[config.mk]
export PLATFORM = sky130hd
export DESIGN_NAME = alarm_controller
export DESIGN_NICKNAME = d
export VERILOG_FILES = /design/src/rtl/alarm_pkg.sv /design/src/rtl/sec_countdown.sv /design/src/rtl/alarm_controller.sv
export SDC_FILE = /design/constraint.sdc
export NUM_CORES = 1
export LEC_CHECK = 0
export ABC_AREA = 1
export CAP_MARGIN = 20
export CORE_MARGIN = 5
export CORE_UTILIZATION = 45
export CTS_CLUSTER_SIZE = 12
export DETAILED_ROUTE_END_ITERATION = 16
export DONT_BUFFER_PORTS = 1
export MAX_ROUTING_LAYER = met4
export SLEW_MARGIN = 20
export SYNTH_ARGS = -nofsm -noshare
export SYNTH_HDL_FRONTEND = slang
export SYNTH_SLANG_ARGS = --single-unit
[constraint.sdc]
create_clock -name clk -period 1.7 [get_ports clk]
set_input_delay 0.17 -clock clk [delete_from_list [all_inputs] [get_ports clk]]
set_output_delay 0.17 -clock clk [all_outputs]
set_load 0.05 [all_outputs]
[src/rtl/alarm_pkg.sv]
// alarm_pkg: shared types and widths for the alarm controller slice.
//   - alarm_state_e : controller FSM states
//   - *_W           : time-of-day field widths and snooze counter width
//   - max_int       : helper used to size the shared countdown
package alarm_pkg;

   localparam int HOUR_W    = 5;
   localparam int MIN_W     = 6;
   localparam int SEC_W     = 6;
   localparam int SNZ_CNT_W = 3;

   typedef enum logic [1:0] {
      DISABLED = 2'd0,
      ARMED    = 2'd1,
      RINGING  = 2'd2,
      SNOOZE   = 2'd3
   } alarm_state_e;

   function automatic int max_int(input int a, input int b);
      return (a > b) ? a : b;
   endfunction

endpackage

[src/rtl/sec_countdown.sv]
// sec_countdown: loadable seconds down-counter shared by ring timeout and snooze.
//   clk, rst_n  : clock, async active-low reset (count cleared)
//   tick_i      : 1 Hz enable; decrements by one, saturating at 0
//   load_i      : load load_val_i (takes priority over a tick in the same cycle)
//   zero_o      : count is 0
//   one_o       : count is 1 (the next tick brings it to 0)
module sec_countdown #(
   parameter int W = 6
) (
   input  logic         clk,
   input  logic         rst_n,
   input  logic         tick_i,
   input  logic         load_i,
   input  logic [W-1:0] load_val_i,
   output logic         zero_o,
   output logic         one_o
);

   logic [W-1:0] cnt_q;

   always_ff @(posedge clk or negedge rst_n) begin
      if (!rst_n)                       cnt_q <= '0;
      else if (load_i)                  cnt_q <= load_val_i;
      else if (tick_i && cnt_q != '0)   cnt_q <= cnt_q - W'(1);
   end

   assign zero_o = (cnt_q == '0);
   assign one_o  = (cnt_q == W'(1));

endmodule

[src/rtl/alarm_controller.sv]
// alarm_controller: compares time-of-day against the alarm setpoint on each
// 1 Hz tick and sequences ringing / snooze / dismiss for the relay timer stage.
//   clk, rst_n                   : clock, async active-low reset
//   tick_1hz                     : one-cycle pulse per second
//   cur_hour/cur_min/cur_sec     : current time (binary)
//   alarm_hour/alarm_min         : setpoint (binary)
//   alarm_enable                 : level, 1 = armed; 0 forces DISABLED
//   snooze_req, dismiss_req      : one-cycle user pulses
//   alarm_trigger                : one-cycle pulse on every entry to RINGING
//   ringing, snoozing            : state indicators
//   snooze_count                 : snoozes used in the current alarm event
module alarm_controller
   import alarm_pkg::*;
#(
   parameter int RING_TIMEOUT_SEC = 60,
   parameter int SNOOZE_SEC       = 300,
   parameter int MAX_SNOOZE       = 3
) (
   input  logic                 clk,
   input  logic                 rst_n,
   input  logic                 tick_1hz,
   input  logic [HOUR_W-1:0]    cur_hour,
   input  logic [MIN_W-1:0]     cur_min,
   input  logic [SEC_W-1:0]     cur_sec,
   input  logic [HOUR_W-1:0]    alarm_hour,
   input  logic [MIN_W-1:0]     alarm_min,
   input  logic                 alarm_enable,
   input  logic                 snooze_req,
   input  logic                 dismiss_req,
   output logic                 alarm_trigger,
   output logic                 ringing,
   output logic                 snoozing,
   output logic [SNZ_CNT_W-1:0] snooze_count
);

   localparam int CNT_W = $clog2(max_int(RING_TIMEOUT_SEC, SNOOZE_SEC) + 1);

   alarm_state_e         state_q, state_d;
   logic [SNZ_CNT_W-1:0] snz_q, snz_d;
   logic                 trig_q, ring_q, snzing_q;
   logic                 load;
   logic [CNT_W-1:0]     load_val;
   logic                 cnt_zero, cnt_one;
   logic                 match, expire;

   // Out-of-range times can never equal a valid setpoint, and cur_sec==0
   // keeps a dismissed alarm from re-firing later in the same minute.
   assign match  = tick_1hz && (cur_hour == alarm_hour) &&
                   (cur_min == alarm_min) && (cur_sec == '0);
   // Expiry is the tick that brings the count to 0 (or finds it already there).
   assign expire = tick_1hz && (cnt_zero || cnt_one);

   sec_countdown #(.W(CNT_W)) u_cd (
      .clk        (clk),
      .rst_n      (rst_n),
      .tick_i     (tick_1hz),
      .load_i     (load),
      .load_val_i (load_val),
      .zero_o     (cnt_zero),
      .one_o      (cnt_one)
   );

   always_comb begin
      state_d  = state_q;
      snz_d    = snz_q;
      load     = 1'b0;
      load_val = '0;
      if (!alarm_enable) begin
         state_d = DISABLED;
         snz_d   = '0;
         load    = 1'b1;
      end else begin
         unique case (state_q)
            DISABLED: state_d = ARMED;
            ARMED: begin
               if (match) begin
                  state_d  = RINGING;
                  snz_d    = '0;
                  load     = 1'b1;
                  load_val = CNT_W'(RING_TIMEOUT_SEC);
               end
            end
            RINGING: begin
               if (dismiss_req) begin
                  state_d = ARMED;
                  snz_d   = '0;
               end else if (snooze_req) begin
                  if (snz_q < SNZ_CNT_W'(MAX_SNOOZE)) begin
                     state_d  = SNOOZE;
                     snz_d    = snz_q + SNZ_CNT_W'(1);
                     load     = 1'b1;
                     load_val = CNT_W'(SNOOZE_SEC);
                  end else begin
                     state_d = ARMED;
                     snz_d   = '0;
                  end
               end else if (expire) begin
                  state_d = ARMED;
                  snz_d   = '0;
               end
            end
            SNOOZE: begin
               if (dismiss_req) begin
                  state_d = ARMED;
                  snz_d   = '0;
               end else if (expire) begin
                  state_d  = RINGING;
                  load     = 1'b1;
                  load_val = CNT_W'(RING_TIMEOUT_SEC);
               end
            end
            default: state_d = DISABLED;
         endcase
      end
   end

   always_ff @(posedge clk or negedge rst_n) begin
      if (!rst_n) begin
         state_q  <= DISABLED;
         snz_q    <= '0;
         trig_q   <= 1'b0;
         ring_q   <= 1'b0;
         snzing_q <= 1'b0;
      end else begin
         state_q  <= state_d;
         snz_q    <= snz_d;
         trig_q   <= (state_d == RINGING) && (state_q != RINGING);
         ring_q   <= (state_d == RINGING);
         snzing_q <= (state_d == SNOOZE);
      end
   end

   assign alarm_trigger = trig_q;
   assign ringing       = ring_q;
   assign snoozing      = snzing_q;
   assign snooze_count  = snz_q;

endmodule

==> results of run 1 <==
==> routing by layer <==
| metal | track usage (%) | share of wire, % |
|---|---|---|
| met5 | - | 0 |
| met4 | 6.700 | 1.6 |
| met3 | 3.448 | 8.5 |
| met2 | 25.15 | 45 |
| met1 | 19.38 | 45 |
==> power groups by stage <==
stage	Combinational, mW	Sequential (mW)	Clock (mW)
after floorplan	0.877	0.590	0
after global placement	1.10	0.613	0
after detailed placement	1.09	0.617	0
after CTS	1.12	0.608	0.235
after global routing	1.44	0.629	0.258
final	1.25	0.614	0.220
==> through the flow <==
step,hold WS [ns],worst slack (ns),total power [mW],instances
4_1_cts,0.03069,0.02930,1.959,314
3_3_place_gp,-0.1251,0.08834,1.714,309
3_5_place_dp,-0.1252,0.04286,1.710,309
6_report,0.005413,0.09042,2.088,316
2_1_floorplan,-0.1256,0.1448,1.468,252
5_1_grt,-0.002601,-0.09127,2.325,316
==> timing repair <==
item                       CTS  global route
setup endpoints to repair    0            15
hold endpoints to repair    17             0
resized for setup            0            21
buffers inserted             0             2
hold buffers                 1             0
==> cell usage in the layout, fill, tap and decap left out, types with 7 or more instances in the layout <==
master | netlist | final
nand2_2 | 6 | 8
a21oi_1 | 8 | 7
nor2_1 | 34 | 32
nand2_1 | 88 | 85
nand3_1 | 12 | 9
inv_1 | 44 | 40
buf_4 | 0 | 13
dfrtp_1 | 17 | 17
ha_1 | 8 | 7
nand4_1 | 10 | 10
==> sequential cells by signal (all words and copies together), names as in the netlist <==
| register | flops |
|---|---|
| snoozing | 1 |
| snooze_count | 3 |
| ringing | 1 |
| alarm_trigger | 1 |
| state_q | 2 |
| u_cd.cnt_q | 9 |
==> synthesized netlist by cell type (3+ instances only) <==
cell type  count  area (µm²)
nand2_2        6       37.54
nand2_1       88       330.3
dfrtp_1       17       425.4
xnor2_1        3       26.28
nor2_1        34       127.6
inv_1         44       165.2
a21oi_1        8       40.04
nand3_1       12       60.06
nor2_2         5       31.28
xor2_1         5       43.79
nand4_1       10       62.56
ha_1           8       100.1
==> critical path, delay by kind of cell, from the launching register on <==
kind	cells	cell delay, ns
DFF	1	0.40
and+or+nand+nor	8	0.58
AOI/OAI and AO/OA	2	0.23
adders and majority gates	1	0.16
buffers and inverters	2	0.13
==> logic make-up (layout without fill, tap and decap cells) <==
family / Yosys count / count (layout) / synth area share (%)
AOI/OAI and AO/OA: 12 / 12 / 4.902
xor gates and xnor gates: 8 / 8 / 4.575
adders and majority gates: 8 / 8 / 6.536
buffers and inverters: 46 / 64 / 11.27
DFF: 17 / 17 / 27.78
and+or+nand+nor: 161 / 161 / 44.94
==> path summary, 6_finish.rpt <==
check                      slack, ns              end  cells after the start          start
hold / removal                 0.005       state_q[0]                      2   alarm_enable
max in group asynchronous       0.83  snooze_count[1]                      1          rst_n
setup / recovery                0.09    alarm_trigger                     13  u_cd.cnt_q[1]
min in group asynchronous       0.38    u_cd.cnt_q[3]                      1          rst_n
setup reg to reg                0.09    alarm_trigger                     13  u_cd.cnt_q[1]
hold reg to reg                 0.56    u_cd.cnt_q[7]                      2  u_cd.cnt_q[7]
==> layout make-up <==
| type | count | area (µm²) |
|---|---|---|
| Clock buffer | 4 | 26.28 |
| Timing Repair Buffer | 14 | 107.6 |
| Fill cell | 369 | 1514 |
| Sequential cell | 17 | 425.4 |
| Tap cell | 46 | 57.56 |
| Multi-Input combinational cell | 189 | 1005 |
| Inverter | 46 | 175.2 |
==> flow_metrics.env, run 1 <==
export IMPL_cpMostUsedCell="nand2_2"
export IMPL_grt_overflow=0
export IMPL_routed_wl_um=3404
export IMPL_ys_seq_elements=17
export IMPL_die_area_um2=4670
export IMPL_critPathSlowestCell="dfrtp_1"
export IMPL_grt_pass1_wl_um=5471
export IMPL_fin_skew_ns=0.008189
export IMPL_slew_headroom_pct=47.85
export IMPL_drive_gt1_share_pct=18.52
export IMPL_end_kind="flop"
export IMPL_area_growth_synth_to_final_pct=17.32
export IMPL_max_freq_mhz=621.3
export IMPL_power_frac_seq_pct=29.4
export IMPL_numCtsBuffers=3
export IMPL_placed_cell_area_um2=1672
export IMPL_cts_root_buf="clkbuf_4"
export IMPL_fin_area_um2=1797
export IMPL_nets=313
export IMPL_ant_nets=0
export IMPL_cts_buffer_depth=2
export IMPL_ys_seq_area_share_pct=27.78
export IMPL_post_route_period_util_pct=94.68
export IMPL_syn_inst=252
export IMPL_clock_power_share_pct=10.6
export IMPL_cp_arrival_ns=1.80
export IMPL_grt_pass1_vias=1330
export IMPL_syn_area_um2=1531
export IMPL_synth_flop_cell="dfrtp_1"
export IMPL_swShare_pct=46.62
export IMPL_synth_avg_cell_area_um2=6.077
export IMPL_cpPeakStageDelay_ns=0.40
export IMPL_start_util_pct=46.26
export IMPL_p_leak_nw=1.040
export IMPL_status="finished, final reports clean"
export IMPL_dieHeight_um=68.34
export IMPL_worstPathCellList="inv_2, ha_1, inv_2, nor2_1, nand2_1, nand2_2, nand2_4, nand3_1, o21ai_2, o21ai_2, nand2_2, nand2_2, nor2_1"
export IMPL_synth_nets=294
export IMPL_fin_crit_ns=1.610
export IMPL_die_width_um=68.34
export IMPL_via_per_inst=4.744
export IMPL_cts_sinks=17
export IMPL_async_reset_ff_share_pct=100.0
export IMPL_p_int_mw=1.114
export IMPL_clk_pin_slew_ns=0.10
export IMPL_min_path_type="in2reg"
export IMPL_drv_slew=0
export IMPL_critPathMaxFanout=4
export IMPL_grt_max_degree=18
export IMPL_dr_first_iter_drc_count=45
export IMPL_setup_violations=0
export IMPL_io_buffers=0
export IMPL_power_density_nw_per_um2=1162
export IMPL_worst_setup_path_start_kind="flop"
export IMPL_gp_congestion=0.8801
export IMPL_yosys_warnings=0
export IMPL_antenna_cells=0
export IMPL_hold_viol=0
export IMPL_tightest_slew_ns=0.7797
export IMPL_grt_antenna_before_repair=0
export IMPL_dp_hpwl_um=2810
export IMPL_vias=1499
export IMPL_core_area_um2=3311
export IMPL_crit_type="reg2reg"
export IMPL_cts_max_level=1
export IMPL_grt_use_total_pct=15.85
export IMPL_synth_edf_count=0
export IMPL_cp_data_required_time_ns=1.90
export IMPL_power_switching_mw=0.9733
export IMPL_setup_tns_final_ns=0
export IMPL_irDropWorstVdd_mv=0.7804
export IMPL_p_comb_share_pct=60.0
export IMPL_rows=21
export IMPL_drv_cap=0
export IMPL_clock_latency_ns=0.30
export IMPL_cts_tree="yes"
export IMPL_grt_setup_unrepaired="yes"
export IMPL_ios=40
export IMPL_drtPass1Iterations=4
export IMPL_ys_types=20
export IMPL_wl_per_cell_um=10.77
export IMPL_fin_util_pct=54.27
export IMPL_drcViolationCount=0
Power figures use the tool's default switching activity.
==> run 2, diff against run 1 <==
--- a/config.mk
+++ b/config.mk
@@ -12,7 +12,7 @@
 export CTS_CLUSTER_SIZE = 12
 export DETAILED_ROUTE_END_ITERATION = 16
 export DONT_BUFFER_PORTS = 1
-export MAX_ROUTING_LAYER = met4
+export GPL_ROUTABILITY_DRIVEN = 0
 export SLEW_MARGIN = 20
 export SYNTH_ARGS = -nofsm -noshare
 export SYNTH_HDL_FRONTEND = slang
==> run 2 against run 1 <==
  * Flip-flop and latch count unchanged
  * Non-clock buffer count unchanged
  * Via count unchanged
  * First-iteration DRC count unchanged
  * Critical path depth unchanged
  * Register-to-register slack about the same
  * Largest power group unchanged
  * Highest routed layer unchanged
==> flow_metrics.env, run 2 (synthesized netlist as in run 1, its figures left out) <==
export IMPL_cp_data_required_time_ns=1.90
export IMPL_critPathMaxFanout=4
export IMPL_grt_setup_unrepaired="yes"
export IMPL_start_util_pct=46.26
export IMPL_nets=313
export IMPL_irDropWorstVdd_mv=0.7804
export IMPL_fillCellCount=369
export IMPL_final_cell_mix="nand2_1 (85), inv_1 (40), nor2_1 (32), dfrtp_1 (17), buf_4 (13)"
export IMPL_hold_viol=0
export IMPL_cpMostUsedCell="nand2_2"
export IMPL_worst_setup_path_start_kind="flop"
export IMPL_setup_violations=0
export IMPL_die_width_um=68.34
export IMPL_min_path_type="in2reg"
export IMPL_cp_arrival_ns=1.80
export IMPL_via_per_inst=4.744
export IMPL_cp_num_buf_inv=2
export IMPL_numCtsBuffers=3
export IMPL_fin_skew_ns=0.008192
export IMPL_largest_reg_flops=9
export IMPL_dp_hpwl_um=2810
export IMPL_vias=1499
export IMPL_io_buffers=0
export IMPL_die_area_um2=4670
export IMPL_critical_path_top_delay_family="simple AND/OR/NAND/NOR gates"
export IMPL_cpPeakStageDelay_ns=0.40
export IMPL_multi_input_area_um2=1005
export IMPL_worst_slack_ns=0.09041
export IMPL_drv_slew=0
export IMPL_grt_pass1_vias=1330
export IMPL_dr_first_iter_drc_count=45
export IMPL_grt_pass1_wl_um=5471
export IMPL_grt_antenna_before_repair=0
export IMPL_registers_top_by_ff_count="u_cd.cnt_q"
export IMPL_place_ws_ns=0.04286
export IMPL_ios=40
export IMPL_fin_crit_ns=1.610
export IMPL_wl_per_cell_um=10.77
export IMPL_end_kind="flop"
export IMPL_setup_tns_final_ns=0
export IMPL_final_common_cell="nand2_1"
export IMPL_cts_max_level=1
export IMPL_crit_type="reg2reg"
export IMPL_slew_headroom_pct=47.84
export IMPL_clock_latency_ns=0.30
export IMPL_grt_overflow=0
export IMPL_status="finished, final reports clean"
export IMPL_power_density_nw_per_um2=1162
export IMPL_antenna_cells=0
export IMPL_area_growth_synth_to_final_pct=17.32
export IMPL_dieHeight_um=68.34
export IMPL_ant_nets=0
export IMPL_grt_use_total_pct=15.42
export IMPL_rows=21
export IMPL_seq_area_um2=425.4
export IMPL_drv_cap=0
export IMPL_post_route_period_util_pct=94.68
export IMPL_cts_root_buf="clkbuf_4"
export IMPL_max_freq_mhz=621.3
export IMPL_critPathSlowestCell="dfrtp_1"
export IMPL_cts_sinks=17
export IMPL_p_leak_nw=1.040
export IMPL_fin_util_pct=54.27
export IMPL_cts_tree="yes"
export IMPL_worstPathCellList="inv_2, ha_1, inv_2, nor2_1, nand2_1, nand2_2, nand2_4, nand3_1, o21ai_2, o21ai_2, nand2_2, nand2_2, nor2_1"
export IMPL_routed_wl_um=3404
export IMPL_clk_pin_slew_ns=0.10
export IMPL_cts_buffer_depth=2
export IMPL_tightest_slew_ns=0.7798
export IMPL_drtPass1Iterations=4
export IMPL_grt_max_degree=18
export IMPL_drcViolationCount=0
export IMPL_drive_gt1_share_pct=18.52
export IMPL_core_area_um2=3311
[run 2: cell counts in the layout (fill, tap and decap cells not counted)]
No cell type changed its count.
[run 2: stage by stage]
| step | hold slack (ns) | total power, mW | cells | area [µm²] |
|---|---|---|---|---|
| global placement | -0.1251 | 1.714 | 309 | 1672 |
| global route | -0.002604 | 2.325 | 316 | 1797 |
| finish | 0.005421 | 2.088 | 316 | 1797 |
| detailed placement | -0.1252 | 1.710 | 309 | 1672 |
| CTS | 0.03069 | 1.959 | 314 | 1708 |
| floorplan | -0.1256 | 1.468 | 252 | 1531 |
[run 2: final timing paths]
kind                                from         endpoint  slack, ns  cells after the start
max                        u_cd.cnt_q[1]    alarm_trigger       0.09                     13
min                         alarm_enable       state_q[0]      0.005                      2
max reg2reg                u_cd.cnt_q[1]    alarm_trigger       0.09                     13
min reg2reg                u_cd.cnt_q[7]    u_cd.cnt_q[7]       0.56                      2
max in group asynchronous          rst_n  snooze_count[1]       0.83                      1
min in group asynchronous          rst_n    u_cd.cnt_q[3]       0.38                      1
[run 2: what timing repair did]
action,in CTS,in global routing
resized for setup,0,21
hold endpoints to repair,17,0
setup buffers,0,2
hold buffers,1,0
setup endpoints to repair,0,15
[run 2: layer usage]
metal	vias up	GRT usage (%)	wire, µm
met5	-	0	0
met4	0	6.700	53
met3	5	3.777	305
met2	35	25.15	1522
met1	658	19.18	1522
li1	801	-	-
[run 2: report_power, final]
group	internal [mW]	switching, mW	total [mW]
combinational	0.523	0.729	1.25
sequential	0.500	0.115	0.614
clock	0.0915	0.129	0.220
total	1.11	0.973	2.09
[run 2: area by class of cell]
class	instances	area share, %
clock buffers	4	1.462
inverters	46	9.749
multi-input cells	189	55.92
flip-flops and latches	17	23.68
well taps	46	3.203
repair buffers	14	5.989
[run 2: worst reg2reg max path: stages, from the launching register on]
cell and delay [ns]:
dfrtp_1 0.40, inv_2 0.09, ha_1 0.16, inv_2 0.04, nor2_1 0.08, nand2_1 0.07, nand2_2 0.09, nand2_4 0.07
nand3_1 0.09, o21ai_2 0.07, o21ai_2 0.16, nand2_2 0.08, nand2_2 0.06, nor2_1 0.04
